<file path="config.mk">
export PLATFORM = sky130hd
export DESIGN_NAME = pwm_multi_ch
export DESIGN_NICKNAME = d
export VERILOG_FILES = /design/src/rtl/pwm_pkg.sv /design/src/rtl/pwm_timebase.sv /design/src/rtl/pwm_multi_ch.sv
export SDC_FILE = /design/constraint.sdc
export NUM_CORES = 1
export LEC_CHECK = 0
export CORE_UTILIZATION = 55
export CTS_BUF_LIST = sky130_fd_sc_hd__clkbuf_2
export CTS_CLUSTER_SIZE = 28
export DETAILED_ROUTE_END_ITERATION = 10
export PLACE_DENSITY_LB_ADDON = 0.1
export SLEW_MARGIN = 20
export SYNTH_ARGS = -nofsm -noshare
export SYNTH_HDL_FRONTEND = slang
export SYNTH_HIERARCHICAL = 1
export SYNTH_SLANG_ARGS = --single-unit
</file>
<file path="constraint.sdc">
create_clock -name clk -period 3.7 [get_ports clk]
set_clock_uncertainty 0.05 [all_clocks]
set_input_delay 0.74 -clock clk [delete_from_list [all_inputs] [get_ports clk]]
set_output_delay 0.74 -clock clk [all_outputs]
set_load 0.005 [all_outputs]
</file>
<file path="src/rtl/pwm_pkg.sv">
// Shared types and helpers for the multi-channel PWM block.
package pwm_pkg;

  typedef enum logic {
    PWM_EDGE   = 1'b0,
    PWM_CENTER = 1'b1
  } pwm_mode_e;

  // Channel-select width, never narrower than one bit so N_CH=1 still has a port.
  function automatic int CH_IDX_W(input int n);
    return (n > 2) ? $clog2(n) : 1;
  endfunction

endpackage

</file>
<file path="src/rtl/pwm_timebase.sv">
// Shared prescaler and up / up-down timebase; flags the commit cycle (tick && wrap).
module pwm_timebase
  import pwm_pkg::*;
#(
  parameter int CNT_W   = 8,
  parameter int PRESC_W = 8
) (
  input  logic               clk_i,
  input  logic               rst_ni,
  input  logic               en_i,
  input  pwm_mode_e          mode_i,
  input  logic [PRESC_W-1:0] presc_i,
  input  logic [CNT_W-1:0]   period_i,
  output logic [CNT_W-1:0]   cnt_o,
  output logic               commit_o,
  output logic               period_end_o
);

  localparam logic [PRESC_W-1:0] P_ONE = PRESC_W'(1);
  localparam logic [CNT_W-1:0]   C_ONE = CNT_W'(1);

  logic [PRESC_W-1:0] presc_cnt_q, presc_cnt_d;
  logic [CNT_W-1:0]   cnt_q, cnt_d;
  logic               dir_down_q, dir_down_d;
  logic               period_end_q;
  logic               tick, wrap;

  always_comb begin
    tick        = en_i && (presc_cnt_q >= presc_i);
    wrap        = 1'b0;
    cnt_d       = cnt_q;
    dir_down_d  = dir_down_q;
    presc_cnt_d = tick ? '0 : presc_cnt_q + P_ONE;

    if (tick) begin
      if (mode_i == PWM_EDGE) begin
        dir_down_d = 1'b0;
        if (cnt_q >= period_i) begin
          cnt_d = '0;
          wrap  = 1'b1;
        end else begin
          cnt_d = cnt_q + C_ONE;
        end
      end else if (!dir_down_q) begin
        // A zero period in centre mode degenerates to a wrap on every tick.
        if (period_i == '0) begin
          cnt_d = '0;
          wrap  = 1'b1;
        end else if (cnt_q >= period_i) begin
          dir_down_d = 1'b1;
          cnt_d      = cnt_q - C_ONE;
        end else begin
          cnt_d = cnt_q + C_ONE;
        end
      end else if (cnt_q == '0) begin
        dir_down_d = 1'b0;
        cnt_d      = C_ONE;
        wrap       = 1'b1;
      end else begin
        cnt_d = cnt_q - C_ONE;
      end
    end

    if (!en_i) begin
      presc_cnt_d = '0;
      cnt_d       = '0;
      dir_down_d  = 1'b0;
    end
  end

  assign commit_o = tick && wrap;

  always_ff @(posedge clk_i or negedge rst_ni) begin
    if (!rst_ni) begin
      presc_cnt_q  <= '0;
      cnt_q        <= '0;
      dir_down_q   <= 1'b0;
      period_end_q <= 1'b0;
    end else begin
      presc_cnt_q  <= presc_cnt_d;
      cnt_q        <= cnt_d;
      dir_down_q   <= dir_down_d;
      period_end_q <= commit_o;
    end
  end

  assign cnt_o        = cnt_q;
  assign period_end_o = period_end_q;

endmodule

</file>
<file path="src/rtl/pwm_multi_ch.sv">
// Multi-channel PWM: double-buffered duty registers committed at period boundaries.
module pwm_multi_ch
  import pwm_pkg::*;
#(
  parameter int N_CH    = 4,
  parameter int CNT_W   = 8,
  parameter int PRESC_W = 8
) (
  input  logic                      clk,
  input  logic                      rst_n,
  input  logic                      en,
  input  logic                      mode,
  input  logic [PRESC_W-1:0]        presc,
  input  logic [CNT_W-1:0]          period,
  input  logic                      duty_wr_valid,
  output logic                      duty_wr_ready,
  input  logic [CH_IDX_W(N_CH)-1:0] duty_wr_ch,
  input  logic [CNT_W-1:0]          duty_wr_data,
  output logic [N_CH-1:0]           pwm_out,
  output logic                      period_end
);

  localparam int CH_W = CH_IDX_W(N_CH);

  pwm_mode_e        mode_e;
  logic [CNT_W-1:0] cnt;
  logic             commit;
  logic             wr_fire;
  logic             load;

  logic [CNT_W-1:0] shadow_q [N_CH];
  logic [CNT_W-1:0] shadow_d [N_CH];
  logic [CNT_W-1:0] active_q [N_CH];
  logic [N_CH-1:0]  hit;
  logic [N_CH-1:0]  pwm_q;

  assign mode_e = pwm_mode_e'(mode);

  pwm_timebase #(
    .CNT_W  (CNT_W),
    .PRESC_W(PRESC_W)
  ) u_timebase (
    .clk_i       (clk),
    .rst_ni      (rst_n),
    .en_i        (en),
    .mode_i      (mode_e),
    .presc_i     (presc),
    .period_i    (period),
    .cnt_o       (cnt),
    .commit_o    (commit),
    .period_end_o(period_end)
  );

  // Stalling writes only in the commit cycle keeps shadow and active coherent.
  assign duty_wr_ready = !commit;
  assign wr_fire       = duty_wr_valid && duty_wr_ready;
  assign load          = !en || commit;

  always_comb begin
    for (int i = 0; i < N_CH; i++) begin
      shadow_d[i] = shadow_q[i];
      if (wr_fire && (duty_wr_ch == CH_W'(i))) shadow_d[i] = duty_wr_data;
    end
  end

  for (genvar g = 0; g < N_CH; g++) begin : g_cmp
    assign hit[g] = cnt < active_q[g];
  end

  // Loading from shadow_d lets a write in the last idle cycle reach the first period.
  always_ff @(posedge clk or negedge rst_n) begin
    if (!rst_n) begin
      shadow_q <= '{default: '0};
      active_q <= '{default: '0};
      pwm_q    <= '0;
    end else begin
      shadow_q <= shadow_d;
      if (load) active_q <= shadow_d;
      pwm_q <= en ? hit : '0;
    end
  end

  assign pwm_out = pwm_q;

endmodule
</file>
== Word level (Yosys, flattened, before mapping) ==
Cells that the tools add are included.

* Register bits: 86
* Logic and storage cells: 66
* Input port bits: 31

* $add $sub $neg: 3
* Magnitude comparators: 6
* Equality and inequality tests: 4
* Multiplexer cells: 27
* Reductions and logical operators: 13

{| class="wikitable"
|+ Operator list
! kind !! number
|-
| 8-bit 2-to-1 mux || 14
|-
| 8-bit < comparator || 4
|-
| 8-bit by 1-bit adder with 8-bit output, second input constant || 2
|-
| 8-bit greater-or-equal comparator || 2
|-
| 8-bit zero test || 2
|-
| 1-bit 2-to-1 mux || 12
|-
| 8-bit by 1-bit subtractor with 8-bit output, second input constant || 1
|-
| 1-bit logical AND || 7
|-
| 2-bit == test, second input constant || 2
|-
| 4-bit 2-to-1 mux || 1
|-
| 2-bit by 1-bit == test with 1-bit output, second input constant || 1
|-
| 1-bit zero test || 2
|-
| 2-bit zero test || 1
|-
| 2-bit by 1-bit != test with 1-bit output, second input constant || 1
|-
| 1-bit logical OR || 1
|}

== Logic depth before layout (Yosys ltp) ==
* Depth in word-level cells: 10
* Gate-level depth with buffers: 11
* Depth with buffers taken out: 10

== Cells and area by module ==
Netlist, hierarchy kept.

{| class="wikitable"
|+ By module, submodules not included
! module !! times used !! sequential area each (µm²) !! cells an instance !! area each (µm²)
|-
| pwm_multi_ch || 1 || 1701.6 || 231 || 3295.7
|-
| pwm_timebase || 1 || 450.4 || 187 || 1676.6
|}

== Worst setup path before layout ==
OpenSTA, ideal clock, no wires.

* Kind: in2reg
* Start: input period[0]
* End: register active_q[31] (netlist bit)
* Cell stages on the path: 9
* Setup slack: 0.376 ns
* Required time: 3.525 ns
* Arrival: 3.149 ns
* Buffers on the path: 0
* Setup time: 0.125 ns
* Cell sequence: ha_1 -> nand2b_1 -> a2111oi_4 -> o21ai_1 -> o21ai_0 -> nor2_1 -> nor4b_4 -> mux2_2 -> mux2_2

{| class="wikitable"
|+ RTL lines
! item !! RTL line !! RTL
|-
| from (decl) || pwm_multi_ch.sv:14 || <nowiki>input logic [CNT_W-1:0] period,</nowiki>
|-
| to (signal assigned) || pwm_multi_ch.sv:78 || <nowiki>if (load) active_q <= shadow_d;</nowiki>
|-
| to (decl) || pwm_multi_ch.sv:33 || <nowiki>logic [CNT_W-1:0] active_q [N_CH];</nowiki>
|}

== Worst setup path in the final report ==
* Start: input period[4]
* End: output duty_wr_ready

* Cells in the longest elaborated chain, start to end: 7
* Elaborated cells between the ends (all ways): 9
* Those cells by class: order compare (1); mux (5); reduce/logical (3)

{| class="wikitable"
|+ Ends and longest elaborated chain
! item !! RTL line !! RTL
|-
| parallel branches: the longest is 3 deep, another holds 8-bit greater-or-equal comparator || n/a ||
|-
| 1-bit 2-to-1 mux * || pwm_timebase.sv:36 || <nowiki>if (mode_i == PWM_EDGE) begin</nowiki>
|-
| 1-bit 2-to-1 mux * || pwm_timebase.sv:35 || <nowiki>if (tick) begin</nowiki>
|-
| 1-bit logical AND * || pwm_timebase.sv:71 || <nowiki>assign commit_o = tick && wrap;</nowiki>
|-
| via commit || pwm_multi_ch.sv:27 || <nowiki>logic commit;</nowiki>
|-
| 1-bit zero test * || pwm_multi_ch.sv:55 || <nowiki>assign duty_wr_ready = !commit;</nowiki>
|-
| to (decl) || pwm_multi_ch.sv:16 || <nowiki>output logic duty_wr_ready,</nowiki>
|}

Mark *: on every way through the listed nets, which the timed path passes.

==> impl_metrics.prom <==
# TYPE chip_impl_metric gauge
chip_impl_metric{name="globalRouteOverflowTotal",unit=""} 0
chip_impl_metric{name="vdd_drop_max",unit="mV"} 0.247
chip_impl_metric{name="holdBufCountCts",unit=""} 0
chip_impl_metric{name="start_util",unit=""} 0.570
chip_impl_metric{name="viasPerCell",unit=""} 5.85
chip_impl_metric{name="ys_seq_elements",unit=""} 86
chip_impl_metric{name="detailedPlacementHpwl",unit="µm"} 7350
chip_impl_metric{name="num-nets-final",unit=""} 565
chip_impl_metric{name="drt_initial_violations",unit=""} 267
chip_impl_metric{name="critical_path_peak_fanout",unit=""} 6
chip_impl_metric{name="grt_antenna_before_repair",unit=""} 0
chip_impl_metric{name="synth_async_sr_flop_share",unit=""} 1.00
chip_impl_metric{name="period_needed",unit="ns"} 3.57
chip_impl_metric{name="power",unit="mW"} 2.25
chip_impl_metric{name="leakagePower",unit="nW"} 2.82
chip_impl_metric{name="power_density",unit="nW/µm²"} 385
chip_impl_metric{name="cts_sinks",unit=""} 86
chip_impl_info{name="tritoncts_clock_tree",value="done"} 1
chip_impl_metric{name="postSynthAreaPerCell",unit="µm²"} 11.9
chip_impl_metric{name="grt_max_degree",unit=""} 87
chip_impl_metric{name="synth_cell_area",unit="µm²"} 4970
chip_impl_metric{name="drive_gt1_frac",unit=""} 0.267
chip_impl_metric{name="antenna_left",unit=""} 0
chip_impl_metric{name="use_met2",unit=""} 0.367
chip_impl_metric{name="num_rows",unit=""} 34
chip_impl_info{name="status",value="completed"} 1
chip_impl_metric{name="arrival",unit="ns"} 2.78
chip_impl_metric{name="die_x",unit="µm"} 97.1
chip_impl_metric{name="detailed_routing_iteration_count_for_the_pre_antenna_repair_pass",unit=""} 5
chip_impl_metric{name="seq_area_frac_synth",unit=""} 0.433
chip_impl_info{name="critical_path.top_delay_family",value="simple AND/OR/NAND/NOR gates"} 1
chip_impl_metric{name="insertedDiodeCount",unit=""} 0
chip_impl_metric{name="gr-usage-met1",unit=""} 0.349
chip_impl_metric{name="h_tree_lvl_count",unit=""} 3
chip_impl_info{name="rsz0062_at_grt",value="no"} 1
chip_impl_metric{name="reg2reg_setup_slack",unit="ns"} 0.60
chip_impl_info{name="crit_path_cell_trace",value="clkdlybuf4s50_1, or4_4, o31ai_4, or2_1, o21ai_1, nor2_4, inv_1, dlygate4sd2_1"} 1
chip_impl_info{name="most_frequent_standard_cell_in_the_layout_excluding_fill_and_tap_cells",value="sky130_fd_sc_hd__dfrtp_1"} 1
chip_impl_metric{name="ys_types",unit=""} 62
chip_impl_metric{name="remaining_drc_errors",unit=""} 0
chip_impl_metric{name="clockBufferDepth",unit=""} 2
chip_impl_metric{name="routing_usage_on_met3",unit=""} 0.0381
chip_impl_metric{name="report.final.hold_viol_count",unit=""} 0
chip_impl_metric{name="synth.yosys.warnings",unit=""} 6
chip_impl_metric{name="mappedNetlistNets",unit=""} 497
chip_impl_info{name="timing.critical_path.slowest_stage_cell",value="sky130_fd_sc_hd__or4_4"} 1
chip_impl_metric{name="avgRoutedWirePerCell",unit="µm"} 17.2
chip_impl_metric{name="area_of_the_die",unit="µm²"} 9420
chip_impl_metric{name="place.gp.congestion",unit=""} 0.878
chip_impl_metric{name="area.growth.synth_to_final",unit="%"} 17.4
chip_impl_metric{name="clock_pin_slew_on_the_worst_setup_and_hold_paths",unit="ns"} 0.26
chip_impl_metric{name="finalSetupViolCount",unit=""} 0
chip_impl_metric{name="fp.coreArea",unit="µm²"} 8720
chip_impl_metric{name="die_height",unit="µm"} 97.1
chip_impl_metric{name="finalInstanceArea",unit="µm²"} 5840
chip_impl_metric{name="grt_pass1_vias",unit=""} 3503
chip_impl_metric{name="fin_worst_hold_slack",unit="ns"} 0.112
chip_impl_metric{name="clk_latency",unit="ns"} 0.55
chip_impl_metric{name="synthesis.instances",unit=""} 418
chip_impl_info{name="end_kind",value="output pin"} 1
chip_impl_metric{name="num_io_pins",unit=""} 37
chip_impl_metric{name="grt_pass1_wl",unit="µm"} 17600
chip_impl_metric{name="final.fill_count",unit=""} 710
chip_impl_info{name="most-common-layout-cells",value="86 x sky130_fd_sc_hd__dfrtp_1, 53 x sky130_fd_sc_hd__inv_1, 48 x sky130_fd_sc_hd__ha_1"} 1
chip_impl_metric{name="max_cap_violations",unit=""} 0
chip_impl_info{name="global_routing_s_busiest_layer",value="met2"} 1
chip_impl_metric{name="post_dp_cell_area",unit="µm²"} 5660
chip_impl_metric{name="worst_path_largest_cell_delay",unit="ns"} 0.57
chip_impl_info{name="criticalPathCategory",value="in -> out"} 1
chip_impl_metric{name="timing.fmax",unit="MHz"} 280
chip_impl_metric{name="via_count",unit=""} 3505
chip_impl_metric{name="routed_wirelength",unit="µm"} 10300
chip_impl_metric{name="finalCritPeriodShare",unit=""} 0.966
chip_impl_info{name="clockRootBuffer",value="sky130_fd_sc_hd__clkbuf_2"} 1
chip_impl_metric{name="tightest_slew",unit="ns"} 0.785
chip_impl_metric{name="required_time_reported_for_the_critical_path_endpoint",unit="ns"} 2.91
chip_impl_metric{name="utilization_after_layout",unit=""} 0.670
chip_impl_metric{name="slew-limit-headroom",unit=""} 0.477
chip_impl_metric{name="number_of_enable_flip_flop_cells_after_synthesis",unit=""} 0
chip_impl_metric{name="cts-buffers-inserted",unit=""} 9
chip_impl_info{name="ys_dominant_reg_cell",value="sky130_fd_sc_hd__dfrtp_1"} 1
chip_impl_metric{name="worst-path-buf-inv",unit=""} 3
chip_impl_metric{name="slew_viol_final",unit=""} 0
chip_impl_info{name="hold_path.class",value="in -> async"} 1
chip_impl_metric{name="combined_global_route_utilization_of_all_metal_layers",unit=""} 0.239
chip_impl_metric{name="io_buffers",unit=""} 36
chip_impl_info{name="worst_setup_path_start_kind",value="primary input"} 1
through the flow:
step	setup slack (ns)	std cells	setup TNS (ns)
2_1_floorplan	0.376	418	0
3_3_place_gp	-0.177	580	-0.514
3_5_place_dp	-0.262	580	-3.17
4_1_cts	0.0998	599	0
5_1_grt	0.0456	599	0
6_report	0.128	599	0
cells in the mapped netlist, types with 3 or more instances:
cell / instances / area share
sky130_fd_sc_hd__nor3b_1: 5 / 0.0075
sky130_fd_sc_hd__o211ai_1: 7 / 0.011
sky130_fd_sc_hd__mux2_4: 17 / 0.051
sky130_fd_sc_hd__a211oi_1: 5 / 0.0075
sky130_fd_sc_hd__mux2_2: 47 / 0.11
sky130_fd_sc_hd__a211o_1: 3 / 0.0053
sky130_fd_sc_hd__inv_1: 53 / 0.040
sky130_fd_sc_hd__o21ai_1: 5 / 0.0050
sky130_fd_sc_hd__a21o_1: 6 / 0.0091
sky130_fd_sc_hd__nand2_1: 9 / 0.0068
sky130_fd_sc_hd__nor3_1: 5 / 0.0050
sky130_fd_sc_hd__nor2_1: 14 / 0.011
sky130_fd_sc_hd__xor2_1: 4 / 0.0070
sky130_fd_sc_hd__o21ai_0: 8 / 0.0081
sky130_fd_sc_hd__a221oi_1: 5 / 0.0088
sky130_fd_sc_hd__o21a_1: 3 / 0.0045
sky130_fd_sc_hd__and3_1: 5 / 0.0063
sky130_fd_sc_hd__dfrtp_1: 86 / 0.43
sky130_fd_sc_hd__buf_2: 5 / 0.0050
sky130_fd_sc_hd__nand3_1: 12 / 0.012
sky130_fd_sc_hd__nand2b_1: 6 / 0.0075
sky130_fd_sc_hd__a21oi_1: 7 / 0.0070
sky130_fd_sc_hd__ha_1: 48 / 0.12
sky130_fd_sc_hd__o311ai_1: 3 / 0.0053
sky130_fd_sc_hd__o2111a_1: 4 / 0.0091
power breakdown:
part           total, mW  internal, mW  switching (mW)
logic              0.546         0.298           0.248
registers           1.17          1.10          0.0680
clock network      0.533         0.171           0.362
cell type report:
type,count,area [µm²],area share
clock buffers,9,45.0,0.00771
repair buffers,66,636,0.109
clock inverters,7,90.1,0.0154
well taps,108,135,0.0231
inverters,53,199,0.0341
flip-flops and latches,86,2150,0.369
multi-input cells,270,2580,0.442
per-layer routing:
| metal | wire (µm) | vias to the layer above |
|---|---|---|
| li1 | - | 1650 |
| met1 | 5020 | 1742 |
| met2 | 4690 | 98 |
| met3 | 471 | 15 |
| met4 | 136 | 0 |
| met5 | 0 | - |
final timing paths:
| kind | startpoint | to | depth (start not counted) |
|---|---|---|---|
| max in group asynchronous | rst_n | active_q[7] | 1 |
| max | period[4] | duty_wr_ready | 8 |
| max reg2reg | u_timebase/cnt_o[0] | active_q[24] | 11 |
| min reg2reg | shadow_q[19] | shadow_q[19] | 1 |
| min in group clk | shadow_q[19] | shadow_q[19] | 1 |
| min | rst_n | u_timebase/cnt_o[4] | 1 |
what timing repair did:
action	4_1_cts	5_1_grt
gates resized for setup	5	1
buffers inserted	3	0
pin swaps	7	0
hold endpoints to repair	0	0
endpoints found under the setup margin	1	1
flip-flops by register name (all words and copies together) (netlist names):
name	count
u_timebase/cnt_o	8
u_timebase/dir_down_q	1
u_timebase/period_end_o	1
shadow_q	32
pwm_out	4
u_timebase/presc_cnt_q	8
active_q	32
logic make-up (layout without fill, tap and decap cells):
| logic type | Yosys count | in the layout | synth area share |
|---|---|---|---|
| AND/OR/NAND/NOR | 80 | 80 | 0.104 |
| adder cells (fa/ha/maj) | 48 | 48 | 0.121 |
| flip-flops | 86 | 86 | 0.433 |
| XOR/XNOR | 6 | 6 | 0.0106 |
| AO/OA/AOI/OAI | 71 | 71 | 0.120 |
| buffers and inverters | 62 | 135 | 0.0518 |
| multiplexers | 65 | 65 | 0.160 |
Note: power is estimated with default switching activity, not from simulation.
